<file path="config.mk">
export PLATFORM = sky130hd
export DESIGN_NAME = run_control
export DESIGN_NICKNAME = d
export VERILOG_FILES = /design/src/rtl/run_control_pkg.sv /design/src/rtl/run_cycle_counter.sv /design/src/rtl/run_control.sv
export SDC_FILE = /design/constraint.sdc
export NUM_CORES = 1
export LEC_CHECK = 0
export BUFFER_PORTS_ARGS = -buffer_cell sky130_fd_sc_hd__clkbuf_2
export CORE_UTILIZATION = 35
export CTS_BUF_LIST = sky130_fd_sc_hd__clkbuf_2 sky130_fd_sc_hd__clkbuf_4 sky130_fd_sc_hd__clkbuf_8
export CTS_CLUSTER_DIAMETER = 200
export DETAILED_ROUTE_END_ITERATION = 10
export GPL_ROUTABILITY_DRIVEN = 0
export HOLD_SLACK_MARGIN = 0.02
export SLEW_MARGIN = 15
export SYNTH_ARGS = -nofsm -noshare
export SYNTH_HDL_FRONTEND = slang
export SYNTH_HIERARCHICAL = 1
export SYNTH_SLANG_ARGS = --single-unit
</file>
<file path="constraint.sdc">
create_clock -name Clk -period 2.8 [get_ports Clk]
set_input_delay 0.42 -clock Clk [delete_from_list [all_inputs] [get_ports Clk]]
set_output_delay 0.42 -clock Clk [all_outputs]
set_load 0.1 [all_outputs]
</file>
<file path="src/rtl/run_control_pkg.sv">
// Shared types for the Start/Ack run-control responder: FSM state encoding and reset state.
package run_control_pkg;

    typedef enum logic [2:0] {
        IDLE  = 3'd0,
        ARMED = 3'd1,
        INIT  = 3'd2,
        RUN   = 3'd3,
        DONE  = 3'd4
    } run_state_t;

    localparam run_state_t RESET_STATE = IDLE;

endpackage

</file>
<file path="src/rtl/run_cycle_counter.sv">
// Saturating cycle counter with synchronous clear and enable; count is registered, 1-cycle update.
// tc_o flags count == TC_VALUE so the caller can act on the same edge the count reaches TC_VALUE+1.
module run_cycle_counter #(
    parameter int               CNT_W    = 16,
    parameter logic [CNT_W-1:0] TC_VALUE = '1
) (
    input  logic             clk_i,
    input  logic             rst_i,
    input  logic             clr_i,
    input  logic             en_i,
    output logic [CNT_W-1:0] count_o,
    output logic             tc_o
);

    logic [CNT_W-1:0] count_q, count_d;

    always_comb begin
        count_d = count_q;
        if (clr_i) begin
            count_d = '0;
        end else if (en_i && (count_q != '1)) begin
            count_d = count_q + 1'b1;
        end
    end

    always_ff @(posedge clk_i or posedge rst_i) begin
        if (rst_i) begin
            count_q <= '0;
        end else begin
            count_q <= count_d;
        end
    end

    assign count_o = count_q;
    assign tc_o    = (count_q == TC_VALUE);

endmodule

</file>
<file path="src/rtl/run_control.sv">
// Start/Ack program-run responder: PcInit 1 cycle after Start falls, Run until Halt, then Ack held.
// Optional RUN-cycle watchdog compiled in with RUN_CONTROL_WATCHDOG_EN; all outputs registered.
module run_control
    import run_control_pkg::*;
#(
    parameter int CNT_W      = 16,
    parameter int WDOG_LIMIT = 4096
) (
    input  logic             Clk,
    input  logic             Reset,
    input  logic             Start,
    input  logic             Halt,
    output logic             PcInit,
    output logic             Run,
    output logic             Ack,
    output logic             Timeout,
    output logic [CNT_W-1:0] CycleCount
);

    localparam logic [CNT_W-1:0] WDOG_TC = CNT_W'(WDOG_LIMIT - 1);

    run_state_t state_q, state_d;
    logic       pcinit_q, run_q, ack_q;
    logic       wdog_tc;
    logic       wdog_fire;
    logic       cnt_clr;
    logic       cnt_en;

`ifdef RUN_CONTROL_WATCHDOG_EN
    // Halt on the limit edge takes priority, so the timeout only fires without it.
    assign wdog_fire = (state_q == RUN) && !Halt && wdog_tc;
`else
    logic wdog_tc_unused;
    assign wdog_tc_unused = wdog_tc;
    assign wdog_fire      = 1'b0;
`endif

    always_comb begin
        state_d = state_q;
        unique case (state_q)
            IDLE:    if (Start) state_d = ARMED;
            ARMED:   if (!Start) state_d = INIT;
            INIT:    state_d = RUN;
            RUN:     if (Halt || wdog_fire) state_d = DONE;
            DONE:    if (Start) state_d = ARMED;
            default: state_d = RESET_STATE;
        endcase
    end

    always_ff @(posedge Clk or posedge Reset) begin
        if (Reset) begin
            state_q  <= RESET_STATE;
            pcinit_q <= 1'b0;
            run_q    <= 1'b0;
            ack_q    <= 1'b0;
        end else begin
            state_q  <= state_d;
            pcinit_q <= (state_d == INIT);
            run_q    <= (state_d == RUN);
            ack_q    <= (state_d == DONE);
        end
    end

    // Clearing on entry to INIT makes CycleCount read 0 while PcInit is high.
    assign cnt_clr = (state_d == INIT);
    assign cnt_en  = (state_q == RUN);

    run_cycle_counter #(
        .CNT_W    (CNT_W),
        .TC_VALUE (WDOG_TC)
    ) u_cycle_counter (
        .clk_i   (Clk),
        .rst_i   (Reset),
        .clr_i   (cnt_clr),
        .en_i    (cnt_en),
        .count_o (CycleCount),
        .tc_o    (wdog_tc)
    );

`ifdef RUN_CONTROL_WATCHDOG_EN
    logic timeout_q, timeout_d;

    always_comb begin
        timeout_d = timeout_q;
        if (state_d == INIT) begin
            timeout_d = 1'b0;
        end else if (wdog_fire) begin
            timeout_d = 1'b1;
        end
    end

    always_ff @(posedge Clk or posedge Reset) begin
        if (Reset) begin
            timeout_q <= 1'b0;
        end else begin
            timeout_q <= timeout_d;
        end
    end

    assign Timeout = timeout_q;
`else
    assign Timeout = 1'b0;
`endif

    assign PcInit = pcinit_q;
    assign Run    = run_q;
    assign Ack    = ack_q;

endmodule
</file>
==> impl_metrics.env <==
export IMPL_status="complete, no violations"
export IMPL_layoutNonFillerInstCount=188
export IMPL_drv_slew=0
export IMPL_cp_max_fo=10
export IMPL_power_leakage_nw=0.634
export IMPL_whs_endpoint="state_q[2]$_DFF_PP0_"
export IMPL_cts_buffer_depth=2
export IMPL_r2r_end="u_cycle_counter/count_o[15]$_DFFE_PP0P_"
export IMPL_initial_core_util_pct=37.1
export IMPL_timing_slew_headroom_pct=56.5
export IMPL_post_route_period_util_pct=72.1
export IMPL_placed_cell_area_um2=1380
export IMPL_cts_sinks=22
export IMPL_clkTransAtPathRegs_ns=0.11
export IMPL_path_delay_family="simple AND/OR/NAND/NOR gates"
export IMPL_synth_nets=126
export IMPL_tightest_slew_ns=0.651
export IMPL_dp_cells=184
export IMPL_tns_ns=0
export IMPL_ff2ff_path_depth=5
export IMPL_vias=1032
export IMPL_grt_pass1_wl_um=4440
export IMPL_synthToLayoutAreaGrowth_pct=12.3
export IMPL_syn_avg_cell_area_um2=10.4
export IMPL_vias_per_cell=5.49
export IMPL_drt_first_pass_iters=4
export IMPL_h_tree_depth=1
export IMPL_vdd_ir_drop_max_uv=599
export IMPL_hpwl_um=1900
export IMPL_core_area_um2=3390
export IMPL_cp_data_required_time_ns=2.99
export IMPL_dpl_worst_slack_ns=0.805
export IMPL_postSynthCellCount=121
export IMPL_cts_root_buffer="clkbuf_4"
export IMPL_reg2reg_setup_slack_ns=0.78
export IMPL_numCtsBuffers=3
export IMPL_worst_path_max_delay_cell="dfrtp_1"
export IMPL_drive_above_1_share_pct=28.2
export IMPL_skew_ns=0.000847
export IMPL_overflow=0
export IMPL_cp_arrival_ns=2.21
export IMPL_io_pins=24
export IMPL_dieArea_um2=3840
export IMPL_critPathMaxStageDelay_ns=0.51
export IMPL_path_buf_inv=0
export IMPL_grt_util_all_layers_pct=16.0
export IMPL_die_h_um=62.0
export IMPL_cp_cell_sequence="and3_2, and4_4, nand2_1, nor4b_1, mux2_1"
export IMPL_endpoint_kind="flop"
export IMPL_first_global_vias=1017
export IMPL_yosysWarnings=6
export IMPL_hold_ws_ns=0.345
export IMPL_drt_iter0_drc=43
export IMPL_syn_area_um2=1260
export IMPL_multi_input_area_um2=637
export IMPL_routed_wl_um=2570
export IMPL_nFillCells=333
export IMPL_ant_nets=0
export IMPL_finalInstanceArea_um2=1410
export IMPL_start_kind="flop"
export IMPL_cap_violations=0
export IMPL_diodes=0
export IMPL_fin_nets=149
export IMPL_min_from="Start"
export IMPL_setup_slack_ns=0.782
export IMPL_wl_per_cell_um=13.7
export IMPL_p_per_area_nw_per_um2=768
export IMPL_grt_max_degree=20
export IMPL_io_buffers=22
export IMPL_hold_violations=0
export IMPL_hold_path_class="in -> reg"
export IMPL_drc=0
export IMPL_min_period_ns=2.02
export IMPL_rows=21
export IMPL_regArea_um2=551
export IMPL_crit_type="reg -> reg"
export IMPL_rsz0062_at_grt="false"
export IMPL_antenna_found_initial=0
export IMPL_fmax_mhz=496
export IMPL_cts_tree="built"
export IMPL_setup_viol=0
export IMPL_die_w_um=62.0
export IMPL_hold_depth=2
export IMPL_clkLatencyLatePin_ns=0.30
export IMPL_r2r_start="state_q[1]$_DFF_PP0_"
power breakdown:
part	internal [mW]	total, mW	switching [mW]
Clock	0.0501	0.140	0.0896
Sequential	0.372	0.442	0.0703
Combinational	0.104	0.504	0.400
Total	0.526	1.09	0.560
routing by layer:
layer / up-vias / wire length [um] / global-route usage (%)
li1: 501 / - / -
met1: 505 / 1230 / 20.4
met3: 2 / 119 / 2.90
met2: 24 / 1190 / 26.6
met5: - / 0 / 0
met4: 0 / 25 / 6.98
worst max-delay path by stage:
stage	startpoint	end	slack [ns]	cells after the start
floorplan	u_cycle_counter/count_o[0]$_DFFE_PP0P_	u_cycle_counter/count_o[15]$_DFFE_PP0P_	0.43	5
finish	state_q[1]$_DFF_PP0_	u_cycle_counter/count_o[15]$_DFFE_PP0P_	0.78	5
detailed placement	state_q[1]$_DFF_PP0_	u_cycle_counter/count_o[15]$_DFFE_PP0P_	0.81	5
global placement	state_q[1]$_DFF_PP0_	u_cycle_counter/count_o[15]$_DFFE_PP0P_	0.85	5
CTS	state_q[1]$_DFF_PP0_	u_cycle_counter/count_o[15]$_DFFE_PP0P_	0.78	5
global route	state_q[1]$_DFF_PP0_	u_cycle_counter/count_o[15]$_DFFE_PP0P_	0.63	5
final cells by class:
cell class                 count  share of cell area [%]
clock buffer                   3                    1.59
inverter                       7                    1.86
multi-input combinational     87                    45.0
sequential                    22                    38.9
tap                           46                    4.07
timing repair buffer          23                    8.50
timing repair:
item / in CTS / in global routing
hold buffers: 1 / 0
setup buffers: 0 / 0
hold endpoints to repair: 6 / 0
resized for setup: 0 / 0
placed cells by master, fill, tap and decap left out, types with 2 or more instances in the layout:
cell type  count
clkbuf_4       3
a21oi_1        6
and3_2         3
o311ai_1       2
a211oi_1       2
o21a_1         2
inv_1          6
o41ai_1        4
o31ai_1        3
clkbuf_2      22
nor2_1        10
nor4_1         2
xnor2_1        3
and4_4         2
and3_1         2
nor3_1         3
nand2_1        7
nand4_2        3
nand3_1        6
dfrtp_1       22
sequential cells by signal (all words and copies together), names as in the netlist:
name                     count
u_cycle_counter/count_o     16
Ack                          1
PcInit                       1
Run                          1
state_q                      3
per-stage QoR:
step	utilization, %	total power [mW]
after floorplan	-	0.898
after global placement	40.8	0.935
after detailed placement	40.8	0.952
after CTS	41.7	1.10
after global routing	41.7	1.15
final	41.7	1.09
worst register-to-register path, cell delays in order (launching register included):
cell and delay [ns]:
dfrtp_1 0.51, and3_2 0.31, and4_4 0.26, nand2_1 0.12, nor4b_1 0.36, mux2_1 0.35
No activity file was read; power rests on OpenSTA's default activity.
